`config.mk`:
```
export PLATFORM = sky130hd
export DESIGN_NAME = fetch_sequencer
export DESIGN_NICKNAME = d
export VERILOG_FILES = /design/src/rtl/fetch_pkg.sv /design/src/rtl/fetch_sequencer.sv
export SDC_FILE = /design/constraint.sdc
export NUM_CORES = 1
export LEC_CHECK = 0
export BUFFER_PORTS_ARGS = -buffer_cell sky130_fd_sc_hd__buf_4
export CORE_MARGIN = 1
export CORE_UTILIZATION = 44
export DETAILED_ROUTE_END_ITERATION = 10
export GPL_ROUTABILITY_DRIVEN = 0
export HOLD_SLACK_MARGIN = 0.08
export PLACE_DENSITY = 0.79
export SLEW_MARGIN = 20
export SYNTH_ARGS = -nofsm -noshare
export SYNTH_HDL_FRONTEND = slang
export SYNTH_SLANG_ARGS = --single-unit
```
`constraint.sdc`:
```
create_clock -name clk -period 2 [get_ports clk]
set_input_delay 0 -clock clk [delete_from_list [all_inputs] [get_ports clk]]
set_output_delay 0 -clock clk [all_outputs]
set_load 0.02 [all_outputs]
```
`src/rtl/fetch_pkg.sv`:
```
// rtl/fetch_pkg.sv - shared types and constants for the instruction fetch sequencer
package fetch_pkg;

  localparam int FETCH_DATA_W   = 8;
  localparam int FETCH_ADDR_W   = 8;
  localparam int FETCH_LONG_BIT = 7;
  localparam int COUNT_W        = 8;

  typedef enum logic [1:0] {
    S_IDLE,
    S_OP_REQ,
    S_IMM_REQ,
    S_ISSUE
  } state_e;

  localparam logic [FETCH_DATA_W-1:0] RST_OPCODE  = '0;
  localparam logic [FETCH_DATA_W-1:0] RST_OPERAND = '0;
  localparam logic [COUNT_W-1:0]      RST_COUNT   = '0;

endpackage

```
`src/rtl/fetch_sequencer.sv`:
```
// rtl/fetch_sequencer.sv - fetches 1/2-byte instructions, steps the PC and hands them to the decoder
module fetch_sequencer
  import fetch_pkg::*;
#(
  parameter int DATA_W   = FETCH_DATA_W,
  parameter int ADDR_W   = FETCH_ADDR_W,
  parameter int LONG_BIT = FETCH_LONG_BIT
) (
  input  logic               clk,
  input  logic               reset,
  input  logic               run,
  input  logic [ADDR_W-1:0]  pc_value,
  output logic               pc_inc,
  output logic               pc_latch,
  output logic [ADDR_W-1:0]  pc_data,
  output logic               mem_req,
  output logic [ADDR_W-1:0]  mem_addr,
  input  logic               mem_ack,
  input  logic [DATA_W-1:0]  mem_rdata,
  input  logic               redirect,
  input  logic [ADDR_W-1:0]  redirect_addr,
  output logic               instr_valid,
  input  logic               instr_ready,
  output logic [DATA_W-1:0]  opcode,
  output logic [DATA_W-1:0]  operand,
  output logic               halted,
  output logic [COUNT_W-1:0] instr_count
);

  state_e              r_state;
  logic                r_mem_req;
  logic                r_instr_valid;
  logic [DATA_W-1:0]   r_opcode;
  logic [DATA_W-1:0]   r_operand;
  logic [COUNT_W-1:0]  r_instr_count;

  logic                w_handshake;

  assign w_handshake = r_instr_valid & instr_ready;

  // The PC strobes are combinational so the PC steps on the same edge that captures the byte.
  assign pc_inc      = r_mem_req & mem_ack & ~redirect;
  assign pc_latch    = redirect & reset;
  assign pc_data     = pc_latch ? redirect_addr : '0;

  assign mem_req     = r_mem_req;
  assign mem_addr    = pc_value;
  assign instr_valid = r_instr_valid;
  assign opcode      = r_opcode;
  assign operand     = r_operand;
  assign instr_count = r_instr_count;
  assign halted      = (r_state == S_IDLE);

  always_ff @(posedge clk or negedge reset) begin
    if (!reset) begin
      r_state       <= S_IDLE;
      r_mem_req     <= 1'b0;
      r_instr_valid <= 1'b0;
      r_opcode      <= DATA_W'(RST_OPCODE);
      r_operand     <= DATA_W'(RST_OPERAND);
      r_instr_count <= RST_COUNT;
    end else begin
      if (w_handshake) begin
        r_instr_count <= r_instr_count + COUNT_W'(1);
      end

      // A redirect discards any in-flight byte or unaccepted instruction and refetches.
      if (redirect) begin
        if (r_state != S_IDLE) begin
          r_state       <= S_OP_REQ;
          r_mem_req     <= 1'b1;
          r_instr_valid <= 1'b0;
        end
      end else begin
        case (r_state)
          S_IDLE: begin
            if (run) begin
              r_state   <= S_OP_REQ;
              r_mem_req <= 1'b1;
            end
          end
          S_OP_REQ: begin
            if (mem_ack) begin
              r_opcode <= mem_rdata;
              if (mem_rdata[LONG_BIT]) begin
                r_state <= S_IMM_REQ;
              end else begin
                r_operand     <= '0;
                r_state       <= S_ISSUE;
                r_mem_req     <= 1'b0;
                r_instr_valid <= 1'b1;
              end
            end
          end
          S_IMM_REQ: begin
            if (mem_ack) begin
              r_operand     <= mem_rdata;
              r_state       <= S_ISSUE;
              r_mem_req     <= 1'b0;
              r_instr_valid <= 1'b1;
            end
          end
          S_ISSUE: begin
            if (instr_ready) begin
              r_instr_valid <= 1'b0;
              if (run) begin
                r_state   <= S_OP_REQ;
                r_mem_req <= 1'b1;
              end else begin
                r_state <= S_IDLE;
              end
            end
          end
        endcase
      end
    end
  end

endmodule

```
==> impl_metrics.tcl, run 1 <==
set metrics [dict create \
    outcome "complete, no violations" \
    min_from "instr_ready" \
    syn_area_um2 1410 \
    crit_family "flip-flops" \
    synth_edf_count 0 \
    finalCritPeriodShare 0.827 \
    initial_utilization 0.461 \
    multi_input_area_um2 611 \
    layout_common_cells "buf_4, dfrtp_1, dlygate4sd3_1" \
    synth_seq_cells 28 \
    grt_pass1_vias 1089 \
    cp.buffers_inverters 1 \
    placed_area_um2 1820 \
    clock_sinks 28 \
    cts_made_buffers 3 \
    setup_viol 0 \
    synth_top_area_share 0.498 \
    clk_latency_ns 0.32 \
    h-tree-depth 1 \
    grt_pass1_wl_mm 5.08 \
    clock-skew-final_ns 0.00753 \
    worst_slack_ns 0.347 \
    drive_gt1_frac 0.391 \
    ios 75 \
    insertedDiodeCount 0 \
    synth.avg_cell_area_um2 11.4 \
    drt-pass1-iter-count 4 \
    reg2regPathDepth 5 \
    cts_hold_buf 19 \
    p_leak_nw 1.04 \
    wl_mm 3.28 \
    wl_per_cell_um 13.9 \
    num_vias 1170 \
    vias_per_cell 4.96 \
    relSlewSlack 0.732 \
    crit_path_cell_trace "inv_1, ha_1, nor2_2, nand3b_1, a22o_1" \
    yosysSeqAreaShare 0.498 \
    fmaxAchievable_ghz 0.605 \
    cts.reportedPaths.clkPinSlew_ns 0.14 \
    layoutNonFillerInstCount 236 \
    yosys.area.top_type "dfrtp_1" \
    row_count 20 \
    final_common_cell "buf_4" \
    dp_hpwl_mm 2.44 \
    area.growth.synth_to_final_pct 44.6 \
    crit_start "r_state[1]" \
    cts_tree "yes" \
    synth_ff_type "dfrtp_1" \
    path_class "flop to flop" \
    async_reset_ff_frac 1.00 \
    final_util 0.666 \
    grt-busiest-layer "met2" \
    track_usage 0.194 \
    place_inst 214 \
    end_kind "flop" \
    grt_max_degree 38 \
    cp.arrival_ns 1.87 \
    worst_pin_slew_ns 0.403 \
    antenna_found_initial 0 \
    grt_use_met2 0.351 \
    cp.required_ns 2.21 \
    worstHoldPathCells 3 \
    die_h_um 58.5 \
    fin_setup_tns_ns 0 \
    clock-root-buffer "clkbuf_4" \
    slowest_delay_ns 0.44 \
    fp.dieW_um 58.5 \
    portBuffers 58 \
    grt.met1_usage 0.248 \
    final_cell_area_um2 2030 \
    yosys-top-cells-area "dfrtp_1, mux2_2, a22o_1" \
    rr_endpoint "operand[5]" \
    cts_resized 0 \
    core_area_um2 3050 \
    place_ws_ns 0.380 \
    met3_usage 0.0286 \
    crit_path_top_delay_cell "dfrtp_1" \
    cp-start-kind "flop" \
    hold_violations 0 \
    dieArea_um2 3430 \
    drc 0 \
    final_max_slew_viol_count 0 \
    synth_cell_types 33 \
    fin_nets 229 \
    synth_fp_nets 158 \
    rsz0062_at_grt "no" \
    layout_min_cycle_time_ns 1.65 \
    ir_drop_uv 596 \
    overflow 0 \
    power_density_nw_per_um2 1170 \
    regArea_um2 701 \
    yosys_warnings 0 \
    reg2reg_slack_ns 0.35 \
    drtIter0Drc 37 \
    post_cts_buffers 0 \
    antenna_left 0 \
    min_to "instr_count[0]" \
    min_path_type "input port to flop" \
    drv_cap 0 \
    timing.hold.ws_ns 0.103 \
    nFillCells 246 \
    crit_fanout 8 \
    syn_inst 123 \
    clockBufferDepth 2 \
    power.total_mw 2.38 \
    reg2reg_from "r_state[1]" \
]
==> area by class of cell <==
class	count	share of cell area
multi-input combinational	79	0.300
clock buffer	3	0.0111
timing repair buffer	77	0.308
inverter	5	0.00923
sequential	28	0.345
tap	44	0.0271
==> cells by family after synthesis <==
group | Yosys count | share of synthesized area
simple gates | 34 | 0.141
flops | 28 | 0.498
compound gates | 22 | 0.119
buf+inv | 16 | 0.0676
mux | 11 | 0.0863
xor+xnor | 7 | 0.0436
fa+ha+maj | 5 | 0.0445
==> cells in the mapped netlist, types with 2 or more instances <==
cell,number
xor2_1,3
ha_1,5
buf_4,9
mux2_2,9
dfrtp_1,28
nand4_1,3
inv_1,4
nand2b_1,2
nor2_1,5
mux2i_1,2
a22o_1,8
a21oi_1,3
and2_1,3
o21ai_0,4
nand2_1,5
xnor2_1,4
and3_1,10
==> worst reg2reg max path: cells and delay by family, from the launching register on <==
kind | cells | cell delay (ns)
fa+ha+maj | 1 | 0.26
flops | 1 | 0.44
simple gates | 2 | 0.41
compound gates | 1 | 0.32
buf+inv | 1 | 0.12
==> registers in the layout, indices dropped and copies added (netlist names) <==
| signal | cells |
|---|---|
| opcode | 8 |
| mem_req | 1 |
| instr_valid | 1 |
| r_state | 2 |
| instr_count | 8 |
| operand | 8 |
==> metal layers <==
| layer | vias to the layer above | routed length [µm] |
|---|---|---|
| met3 | 2 | 134 |
| li1 | 565 | - |
| met4 | 0 | 12 |
| met1 | 569 | 1410 |
| met2 | 34 | 1720 |
| met5 | - | 0 |
==> where the power goes <==
part	switching, mW	total (mW)	internal (mW)
sequential	0.159	0.924	0.765
clock	0.153	0.223	0.0705
combinational	0.645	1.23	0.585
==> worst max path at each step <==
stage	cells after the start	endpoint	slack, ns
after floorplan	6	operand[0]	0.55
final	5	operand[5]	0.35
after global placement	5	operand[1]	0.50
after CTS	5	operand[5]	0.34
after global routing	6	r_state[1]	0.22
after detailed placement	5	operand[5]	0.38
(Power assumes the default switching activity.)
==> run 2, diff against run 1 <==
- ABC_AREA: unset -> 1
- CORE_UTILIZATION: 44 -> 41
- PLACE_DENSITY: 0.79 -> 0.75
- clock period: 2 -> 1.3 ns (I/O delays scaled with it)
==> run 2 against run 1 <==
  * The flow now finishes with violations (negative setup slack)
  * Register-to-register slack worse by 0.36 ns
  * Non-clock buffer count is 6 higher
  * Global-route usage increased by 0.35 points
  * Sequential power is 63% higher
  * Critical path type unchanged
  * Maximum frequency rose by 26%
  * Critical endpoint is now operand[0]
  * Count of clock-buffer cells in the layout did not move
  * Synthesized cell count increased by 56%
  * Largest power group unchanged
==> impl_metrics.tcl, run 2 <==
set metrics [dict create \
    min_path_type "input port to flop" \
    grt_max_degree 29 \
    synth.top_cells.by_count "nand2_1, inv_1, dfrtp_1, o21ai_0, nor2_1" \
    synth_seq_cells 28 \
    row_count 21 \
    cp-start-kind "flop" \
    synthMuxAreaShare 0 \
    antenna_found_initial 0 \
    cp.arrival_ns 1.49 \
    synth_top_area_share 0.457 \
    synth_cell_types 23 \
    layout_common_cells "buf_4, nand2_1, inv_1" \
    syn_area_um2 1530 \
    overflow 0 \
    drt-pass1-iter-count 4 \
    p_leak_nw 1.27 \
    cp.required_ns 1.48 \
    outcome "finished, violations left" \
    synth_edf_count 0 \
    final_common_cell "buf_4" \
    cts.reportedPaths.clkPinSlew_ns 0.09 \
    die_h_um 63.2 \
    worst_pin_slew_ns 0.353 \
    grt_pass1_vias 1416 \
    num_vias 1462 \
    fmaxAchievable_ghz 0.763 \
    drv_cap 0 \
    grt_pass1_wl_mm 6.27 \
    path_class "flop to flop" \
    cts_tree "yes" \
    worst_slack_ns -0.0115 \
    place_inst 290 \
    crit_fanout 7 \
    synth_compound_area_frac 0.107 \
    relSlewSlack 0.765 \
    fin_nets 305 \
    ir_drop_uv 1130 \
    yosys-top-cells-area "dfrtp_1, nand2_1, inv_1" \
    antenna_left 0 \
    end_kind "flop" \
    wl_mm 3.74 \
    layout_min_cycle_time_ns 1.31 \
    portBuffers 58 \
    core_area_um2 3470 \
    clockBufferDepth 2 \
    clock-skew-final_ns 0.00152 \
    synth.avg_cell_area_um2 7.99 \
    synth_top_family_by_area "simple AND/OR/NAND/NOR gates" \
    area.growth.synth_to_final_pct 52.1 \
    synth_ff_type "dfrtp_1" \
    fin_setup_tns_ns -0.0336 \
    nFillCells 302 \
    h-tree-depth 1 \
    synth_fp_nets 227 \
    yosysMostFrequentCell "nand2_1" \
    wl_per_cell_um 11.9 \
    synthSimpleGateAreaFrac 0.228 \
    dp_hpwl_mm 2.58 \
    async_reset_ff_frac 1.00 \
    yosysSeqAreaShare 0.457 \
    drive_gt1_frac 0.346 \
    synth_xor_area_frac 0.0228 \
    dieArea_um2 3990 \
    clock_sinks 28 \
    clk_latency_ns 0.27 \
    syn_inst 192 \
    ios 75 \
    yosys.area.top_type "dfrtp_1" \
    insertedDiodeCount 0 \
    finalCritPeriodShare 1.01 \
    track_usage 0.197 \
    synth_fa_ha_area_frac 0.0408 \
    hold_violations 0 \
    vias_per_cell 4.64 \
    cts_made_buffers 3 \
    drtIter0Drc 62 \
    yosys_warnings 0 \
    rsz0062_at_grt "yes" \
    violations "negative setup slack" \
    layoutNonFillerInstCount 315 \
    fp.dieW_um 63.2 \
    drc 0 \
    clock-root-buffer "clkbuf_8" \
    setup_viol 5 \
    power_density_nw_per_um2 1970 \
    final_max_slew_viol_count 0 \
    initial_utilization 0.442 \
]
[run 2: cell count changes in the layout (fill, tap and decap cells not counted), moves of 7 or more]
cell,delta
a22o_1,-8
and3_1,-10
buf_4,+7
inv_1,+27
mux2_2,-9
nand2_1,+39
nand3_1,+9
nor2_1,+9
o21ai_1,+8
[run 2: critical path, stage by stage, from the launching register on]
cell	delay, ns
dfrtp_2	0.46
inv_2	0.10
ha_4	0.18
buf_4	0.12
inv_1	0.11
o31ai_2	0.26
[run 2: kinds of logic (layout without fill, tap and decap cells)]
logic type,after synthesis,after routing
buffers and inverters,45,121
AND/OR/NAND/NOR,82,83
AO/OA/AOI/OAI,28,28
flip-flops,28,28
XOR/XNOR,4,4
adder cells (fa/ha/maj),5,5
[run 2: final cells by class]
| cell class | count | area (µm²) | area share |
|---|---|---|---|
| multi-input cells | 120 | 707 | 0.303 |
| well taps | 46 | 57.6 | 0.0247 |
| inverters | 34 | 128 | 0.0547 |
| clock buffers | 3 | 41.3 | 0.0177 |
| flip-flops and latches | 28 | 702 | 0.301 |
| repair buffers | 83 | 668 | 0.286 |
| clock inverters | 1 | 30.0 | 0.0129 |
[run 2: what timing repair did]
action                     4_1_cts  5_1_grt
setup endpoints to repair       13       21
setup buffers                    1        1
cloned                           0        1
pin swaps                        4        2
hold buffers                    17        1
hold endpoints to repair        51        1
resized for setup               14       18
[run 2: path summary, 6_finish.rpt]
check / startpoint / to / slack (ns) / depth (start not counted)
max: r_state[0] / operand[0] / -0.01 / 5
min: run / r_state[0] / 0.12 / 5
max reg2reg: r_state[0] / operand[0] / -0.01 / 5
min reg2reg: opcode[6] / opcode[6] / 0.48 / 2
max in group asynchronous: reset / r_state[0] / 0.72 / 3
min in group asynchronous: reset / operand[6] / 0.30 / 3
[run 2: report_power, final]
group	switching [mW]	internal [mW]
logic	1.37	1.03
clock network	0.265	0.412
registers	0.287	1.22
[run 2: layer usage]
metal  vias to the layer above  global-route usage  wire (µm)
met4                         0              0.0494         17
met1                       665               0.257       1630
met3                         2              0.0380        174
li1                        753                   -          -
met2                        42               0.333       1920
met5                         -                   0          0
[run 2: metrics by stage]
stage	power (mW)	hold WS, ns	setup WS (ns)	utilization	area (µm²)
final	4.59	0.121	-0.0115	0.673	2330
after CTS	4.47	0.0938	-0.0144	0.656	2280
after global routing	4.93	0.133	-0.108	0.673	2330
after global placement	3.53	0.000149	-0.0575	0.569	1970
after detailed placement	3.58	0.000149	-0.158	0.569	1970
after floorplan	2.74	-0.296	0.0112	-	1540
